<file path="src/rtl/branch_resolve_unit.sv">
// Two-stage control-flow resolver: evaluates JAL/JALR/B*, checks the fetch prediction,
// pulses flush on mispredict and trains a 2-bit bimodal history table read by fetch.
module branch_resolve_unit #(
    parameter int unsigned XLEN        = 64,
    parameter int unsigned IMM_W       = 21,
    parameter int unsigned BHT_ENTRIES = 64
) (
    input  logic            clk,
    input  logic            rst,
    input  logic            in_valid,
    output logic            in_ready,
    input  logic [XLEN-1:0] op1,
    input  logic [XLEN-1:0] op2,
    input  logic [2:0]      select,
    input  logic [XLEN-1:0] pc,
    input  logic [IMM_W-1:0] imm,
    input  logic            pred_taken,
    input  logic [XLEN-1:0] pred_target,
    output logic            out_valid,
    input  logic            out_ready,
    output logic [XLEN-1:0] link,
    output logic            taken,
    output logic [XLEN-1:0] target,
    output logic            mispredict,
    output logic            misalign,
    output logic            flush,
    input  logic [XLEN-1:0] bht_rd_pc,
    output logic            bht_rd_taken
);
    localparam int unsigned IDX_W = $clog2(BHT_ENTRIES);

    localparam logic [2:0] SEL_JAL  = 3'd0;
    localparam logic [2:0] SEL_JALR = 3'd1;
    localparam logic [2:0] SEL_BEQ  = 3'd2;
    localparam logic [2:0] SEL_BNE  = 3'd3;
    localparam logic [2:0] SEL_BLT  = 3'd4;
    localparam logic [2:0] SEL_BGE  = 3'd5;
    localparam logic [2:0] SEL_BLTU = 3'd6;
    localparam logic [2:0] SEL_BGEU = 3'd7;

    logic             s1_valid;
    logic [XLEN-1:0]  s1_op1;
    logic [XLEN-1:0]  s1_op2;
    logic [2:0]       s1_select;
    logic [XLEN-1:0]  s1_pc;
    logic [IMM_W-1:0] s1_imm;
    logic             s1_pred_taken;
    logic [XLEN-1:0]  s1_pred_target;

    logic             s2_branch;
    logic [IDX_W-1:0] s2_idx;
    logic             s1_adv;
    logic             s2_fire;

    logic [XLEN-1:0]  imm_x;
    logic [XLEN-1:0]  pc_plus4;
    logic [XLEN-1:0]  jalr_sum;
    logic             is_jump;
    logic             cond;
    logic [XLEN-1:0]  res_target;
    logic [XLEN-1:0]  res_link;
    logic             res_misalign;
    logic             res_mispredict;

    logic [1:0]       bht [BHT_ENTRIES];
    logic             unused_rd_bits;

    assign s1_adv   = !out_valid || out_ready;
    assign s2_fire  = out_valid && out_ready;
    assign flush    = s2_fire && mispredict;
    assign in_ready = (!s1_valid || s1_adv) && !flush;

    // Resolve the op held in S1; result is registered into S2.
    always_comb begin
        imm_x    = {{(XLEN-IMM_W){s1_imm[IMM_W-1]}}, s1_imm};
        pc_plus4 = s1_pc + XLEN'(4);
        jalr_sum = s1_op1 + imm_x;
        is_jump  = (s1_select == SEL_JAL) || (s1_select == SEL_JALR);
        cond     = 1'b1;
        case (s1_select)
            SEL_BEQ:  cond = (s1_op1 == s1_op2);
            SEL_BNE:  cond = (s1_op1 != s1_op2);
            SEL_BLT:  cond = ($signed(s1_op1) <  $signed(s1_op2));
            SEL_BGE:  cond = ($signed(s1_op1) >= $signed(s1_op2));
            SEL_BLTU: cond = (s1_op1 <  s1_op2);
            SEL_BGEU: cond = (s1_op1 >= s1_op2);
            default:  cond = 1'b1;
        endcase
        if (s1_select == SEL_JALR)
            res_target = {jalr_sum[XLEN-1:1], 1'b0};
        else if (cond)
            res_target = s1_pc + imm_x;
        else
            res_target = pc_plus4;
        res_link       = is_jump ? pc_plus4 : '0;
        res_misalign   = cond && (res_target[1:0] != 2'b00);
        // A misaligned target belongs to the trap path, so it never redirects fetch here.
        res_mispredict = !res_misalign &&
                         ((cond != s1_pred_taken) || (cond && (res_target != s1_pred_target)));
    end

    // Pipeline stages S1 (captured operands) and S2 (registered result).
    always_ff @(posedge clk) begin
        if (rst) begin
            s1_valid   <= 1'b0;
            out_valid  <= 1'b0;
            link       <= '0;
            taken      <= 1'b0;
            target     <= '0;
            mispredict <= 1'b0;
            misalign   <= 1'b0;
            s2_branch  <= 1'b0;
            s2_idx     <= '0;
        end else begin
            if (flush)
                s1_valid <= 1'b0;
            else if (in_ready)
                s1_valid <= in_valid;
            if (in_ready && in_valid) begin
                s1_op1         <= op1;
                s1_op2         <= op2;
                s1_select      <= select;
                s1_pc          <= pc;
                s1_imm         <= imm;
                s1_pred_taken  <= pred_taken;
                s1_pred_target <= pred_target;
            end
            if (s1_adv) begin
                out_valid <= s1_valid && !flush;
                if (s1_valid) begin
                    link       <= res_link;
                    taken      <= cond;
                    target     <= res_target;
                    mispredict <= res_mispredict;
                    misalign   <= res_misalign;
                    s2_branch  <= !is_jump;
                    s2_idx     <= s1_pc[IDX_W+1:2];
                end
            end
        end
    end

    // Saturating 2-bit counters, trained by branches as they leave S2.
    always_ff @(posedge clk) begin
        if (rst) begin
            bht <= '{default: 2'b01};
        end else if (s2_fire && s2_branch) begin
            if (taken) begin
                if (bht[s2_idx] != 2'b11)
                    bht[s2_idx] <= bht[s2_idx] + 2'd1;
            end else if (bht[s2_idx] != 2'b00) begin
                bht[s2_idx] <= bht[s2_idx] - 2'd1;
            end
        end
    end

    assign bht_rd_taken   = bht[bht_rd_pc[IDX_W+1:2]][1];
    assign unused_rd_bits = ^{bht_rd_pc[XLEN-1:IDX_W+2], bht_rd_pc[1:0]};

endmodule

</file>
<file path="config.mk">
export PLATFORM = sky130hd
export DESIGN_NAME = branch_resolve_unit
export DESIGN_NICKNAME = d
export VERILOG_FILES = /design/src/rtl/branch_resolve_unit.sv
export SDC_FILE = /design/constraint.sdc
export NUM_CORES = 1
export LEC_CHECK = 0
export ABC_AREA = 1
export BUFFER_PORTS_ARGS = -buffer_cell sky130_fd_sc_hd__buf_2
export CAP_MARGIN = 20
export CORE_MARGIN = 4
export CORE_UTILIZATION = 30
export CTS_CLUSTER_DIAMETER = 50
export DETAILED_ROUTE_END_ITERATION = 8
export GPL_TIMING_DRIVEN = 0
export PLACE_DENSITY = 0.54
export SETUP_SLACK_MARGIN = 0.2
export SLEW_MARGIN = 40
export SYNTH_ARGS = -nofsm -noshare
export SYNTH_HDL_FRONTEND = slang
export SYNTH_SLANG_ARGS = --single-unit
</file>
<file path="constraint.sdc">
create_clock -name clk -period 47.3 [get_ports clk]
set_input_delay 9.46 -clock clk [delete_from_list [all_inputs] [get_ports clk]]
set_output_delay 9.46 -clock clk [all_outputs]
set_load 0.005 [all_outputs]
</file>
Yosys cells after proc, flatten, opt, wreduce, memory -nomap -nowiden
Index checks and enable logic that the tools add are counted.
{"block": "totals", "reg_bits": 549, "output_inout_bits": 135}
{"block": "op_classes", "n_lt_le_gt_ge": 7, "mux": 17, "reduce_logical": 27, "add_sub_neg": 5, "eq_ne": 13, "bitwise": 3}
{"op": "$mux W128", "n": 3}
{"op": "$bwmux W128", "n": 2}
{"op": "$mux W64", "n": 3}
{"op": "$add A64 B64 Y64", "n": 2}
{"op": "$ge A64 B64 Y1", "n": 2}
{"op": "$lt A64 B64 Y1", "n": 2}
{"op": "$ne A64 B64 Y1", "n": 2}
{"op": "$add A64 B3 Y64 const B", "n": 1}
{"op": "$eq A64 B64 Y1", "n": 1}
{"op": "$bmux W2 S6", "n": 2}
{"op": "$ge A7 B7 Y1 const B", "n": 2}
{"op": "$not A6 Y7", "n": 2}
{"op": "$demux W2 S6", "n": 1}
{"op": "$eq A3 B3 Y1 const B", "n": 4}
{"op": "$logic_and A1 B1 Y1", "n": 10}
{"op": "$mux W2", "n": 5}
{"op": "$lt A7 B1 Y1 const B", "n": 1}
{"op": "$eq A3 B2 Y1 const B", "n": 2}
{"op": "$pmux W1 S6", "n": 1}
{"op": "$reduce_bool A2 Y1", "n": 3}
{"op": "$logic_not A1 Y1", "n": 5}
{"op": "$logic_or A1 B1 Y1", "n": 4}
{"op": "$reduce_and A2 Y1", "n": 2}
{"op": "$eq A3 B1 Y1 const B", "n": 1}
{"op": "other kinds (9)", "n": 9}

Longest topological paths before layout
{"block": "depth", "ltp_word": 8, "depth_mapped": 35}

Least setup slack after synthesis
No wires, ideal clock.
{"block": "synth_path", "path_type": "input-to-reg", "startpoint": "input rst", "endpoint": "register s1_imm[0] (enable)", "required_ns": 46.031, "t_arrival_ns": 28.804, "setup_time_ns": 1.269, "stages": 3, "path_buffers": 2, "setup_slack_ns": 17.227, "path_cell_list": "clkbuf_1 > buf_2 > nor3_1"}
{"block": "synth_between", "elab_chain_cells": 2}
{"item": "start, declared", "line": "9", "source": "input logic rst,"}
{"item": "$not A1 Y1 (no line)"}
{"item": "$reduce_and A2 Y1 (no line)"}
{"item": "end signal, assigned", "line": "124", "source": "s1_imm <= imm;"}
{"item": "end, declared", "line": "46", "source": "logic [IMM_W-1:0] s1_imm;"}
Every way passes these cells.
A chain may end at the register's enable or synchronous reset.

Final worst setup path
{"block": "layout_path", "startpoint": "input bht_rd_pc[2]", "endpoint": "output bht_rd_taken"}
{"block": "layout_between", "elab_chain_cells": 4}
{"item": "start, declared", "line": "27", "source": "input logic [XLEN-1:0] bht_rd_pc,"}
{"item": "$not A6 Y7 (not written as such)", "line": "157", "source": "assign bht_rd_taken = bht[bht_rd_pc[IDX_W+1:2]][1];"}
{"item": "$bmux W2 S6", "line": "157"}
{"item": "$mux W2 (not written as such) (2 in series)", "line": "157"}
{"item": "end, declared", "line": "28", "source": "output logic bht_rd_taken"}
Every way passes these cells. The select of a mux whose other input is x is not followed.

==> impl_metrics.ini <==
[pwr]
netSwitchingFraction = 0.313
peakVddDrop_v = 0.0000241
pwr-share-seq = 0.391
p_per_area_mw_per_mm2 = 33.4
power_frac_comb = 0.175
leakage_nw = 18.1
p_int_mw = 0.953
p_sw_mw = 0.434
power_frac_clock = 0.434

[timing]
finalSetupViolCount = 0
rsz0062_at_grt = false
fin_hold_ws_ns = 0.464
setup_tns_ns = 0
worst_clock_skew_ns = 0.0271
finalCriticalPeriod_ns = 21.22
worst_slew_pin_slew_ns = 0.990
hold_viol = 0
fmax_mhz = 47.1
period_share = 0.449
final_max_slew_viol_count = 0
relSlewSlack = 0.336

[cells_and_area]
fin_nets = 5706
final_cells = 6735
area_growth_pct = 20.7
drive_above_1_share = 0.140

[synthesis]
avgSynthCellArea_sq_um = 7.46
synth_ff_type = edfxtp_1
ys_seq_area_frac = 0.401
yosys_warnings = 0
synth_area_leaders = edfxtp_1 25%, dfxtp_1 16%, nand2_1 10%
synthDistinctLibCells = 61
ys_seq_elements = 549
synthesis.area_sq_mm = 0.0344
synth-edff-count = 281
syn_inst = 4610
async_reset_ff_frac = 0
synth_top_area_cell = edfxtp_1
synth_nets = 5153
yosys.area.top_type_share = 0.245

[grt]
grt_usage = 0.253
antenna_found_initial = 14
grt_pass1_vias = 33600
overflow = 0
grt_pass1_wl_um = 225000
grt_max_degree = 19

[detailed_routing]
wirelength_um = 159000
wl_per_cell_um = 23.6
ant_nets = 0
dr.pass1.iters = 8
drc = 0
viasPerCell = 5.24
drt-initial-drc-count = 3607
vias = 35300

[run_status]
status = complete, no violations

[flow_run]
maxCapViolCount = 0

[clock_tree]
cts_tree = done
cts_root_buffer = clkbuf_16
clock_latency_ns = 0.66
cts_resized = 0
clock-sinks = 549
clkSlewWorstSetupHoldPaths_ns = 0.05
htree_num_levels = 3
hold_buffers = 0
cts_setup_buffers = 0
cts_buffers = 80
clock_path_buffers = 3

[critical_path]
cp_data_arrival_time_ns = 11.76
start_kind = primary input
path_cells = clkbuf_1 > inv_1 > clkbuf_1 > clkbuf_1 > o21ai_0 > o22ai_1 > nor2_1 > o221ai_1 > o211ai_1 > o31ai_1 > buf_2
cp_max_fo = 10
critPathKind = in2out
path_buf_inv = 5
worstSetupEndpointType = primary output
cpMostUsedCell = clkbuf_1
r2r_slack_ns = 41.23
path_delay_family = buffers and inverters
slowest_stage = clkbuf_1
slowest_delay_ns = 0.44
critPathRequiredTime_ns = 37.84

[floorplanning]
die_w_um = 347
start_util = 0.304
die_h_um = 347
die_area_sq_mm = 0.120
coreArea_sq_mm = 0.113
rows = 123
num_io_pins = 484

[placed_design]
port_buffers = 422
dp_cells = 6581
dp_hpwl_um = 132000
gp_congestion = 0.985

[hold_path]
hold_class = reg2reg
per-layer routing:
| layer | global-route usage | vias to the layer above | wire, um |
|---|---|---|---|
| met5 | 0 | - | 21 |
| met4 | 0.0850 | 4 | 5800 |
| met1 | 0.343 | 16600 | 68600 |
| met2 | 0.399 | 1574 | 69800 |
| met3 | 0.0592 | 256 | 14900 |
| li1 | - | 16800 | - |
synth_stat cells, types with 3 or more instances:
| cell | instances |
|---|---|
| xnor2_1 | 38 |
| nand3b_1 | 33 |
| buf_6 | 5 |
| nor4_2 | 3 |
| inv_2 | 3 |
| o21ai_0 | 377 |
| a31oi_1 | 36 |
| nor4_1 | 19 |
| buf_1 | 8 |
| nor2_1 | 520 |
| o21bai_1 | 16 |
| a21boi_0 | 8 |
| a21o_1 | 36 |
| buf_4 | 15 |
| or3_1 | 4 |
| clkbuf_1 | 95 |
| o21a_1 | 16 |
| a22o_1 | 7 |
| ha_1 | 192 |
| xor2_1 | 83 |
| o21ai_1 | 13 |
| o2bb2ai_1 | 3 |
| nor3_2 | 9 |
| or2_2 | 47 |
| a221oi_1 | 9 |
| nand4_2 | 3 |
| a22oi_1 | 7 |
| nand2_1 | 936 |
| and3_1 | 3 |
| nand4_1 | 45 |
| nor2_4 | 3 |
| nand2_2 | 3 |
| a21oi_1 | 390 |
| buf_2 | 11 |
| dfxtp_1 | 268 |
| nor3_1 | 62 |
| clkinv_1 | 9 |
| o221ai_1 | 7 |
| nand3_1 | 368 |
| o211ai_1 | 20 |
| o22ai_1 | 40 |
| inv_1 | 528 |
| edfxtp_1 | 281 |
| o41ai_1 | 6 |
cells by family (layout without fill, tap and decap cells):
kind of cell	count (synthesis)	after routing	synth area share
simple gates	2070	2070	0.260
compound gates	1001	1001	0.160
buf+inv	674	1295	0.0766
flops	549	549	0.401
fa+ha+maj	194	194	0.0710
xor+xnor	121	121	0.0308
mux	1	1	0.000291
other cells	0	4	0
cell usage in the layout (no fill, tap or decap), drive strengths merged, types with 8 or more instances in the layout:
master and n:
a21boi 8, a21o 36, a21oi 390, a221oi 9
a31oi 36, buf 509, clkbuf 192, clkinv 32
dfxtp 268, edfxtp 281, ha 192, inv 551
nand2 939, nand3 371, nand3b 33, nand4 48
nor2 525, nor3 72, nor4 22, o211ai 20
o21a 16, o21ai 390, o21bai 16, o22ai 40
or2 49, xnor2 38, xor2 83
worst register-to-register path: stages (launching register included):
cell	delay [ns]
dfxtp_1	0.56
inv_1	0.26
nor3_2	0.80
clkinv_1	0.89
o22ai_1	0.41
nor4_1	0.10
o221ai_1	0.14
nand2_1	0.13
nand2_1	0.09
nor4_1	0.07
inv_1	0.07
buf_2	0.24
ha_1	0.18
mux2i_1	0.08
nand4_1	0.29
nor2_1	0.08
inv_1	0.37
clkbuf_1	0.71
nor2_1	0.20
o21ai_0	0.21
a21oi_1	0.06
path summary, 6_finish.rpt:
check,start,end,cells past startpoint
max,bht_rd_pc[2],bht_rd_taken,11
max reg2reg,s2_idx[2]$_SDFFE_PP0P_,bht[111]$_SDFFE_PP0P_,20
min reg2reg,link[48]$_SDFFE_PP0P_,link[48]$_SDFFE_PP0P_,2
min,link[48]$_SDFFE_PP0P_,link[48]$_SDFFE_PP0P_,2
final cells by class:
type                    count  area, sq um
diodes                      4         10.0
plain buffers             134          622
clock buffers              96         2130
clock inverters            54          551
fillers                 12000        71600
inverters                 540         2030
multi-input cells        3387        18000
flip-flops and latches    549        13800
well taps                1500         1880
repair buffers            471         2480
metrics by stage:
stage | instance area, sq um | utilization | total power, mW | worst slack (ns)
2_1_floorplan | 34400 | - | 0.687 | 17.23
4_1_cts | 41500 | 0.367 | 1.39 | 26.20
3_5_place_dp | 38800 | 0.343 | 0.788 | 26.20
3_3_place_gp | 38400 | 0.339 | 0.795 | 6.52
5_1_grt | 41500 | 0.367 | 1.44 | 25.88
6_report | 41500 | 0.367 | 1.39 | 26.08
power by group through the flow:
stage	clock (mW)	sequential, mW	combinational (mW)
6_report	0.602	0.542	0.243
5_1_grt	0.635	0.542	0.265
4_1_cts	0.615	0.541	0.238
3_5_place_dp	0	0.551	0.237
3_3_place_gp	0	0.564	0.231
2_1_floorplan	0	0.547	0.140
Note: power is estimated with default switching activity, not from simulation.
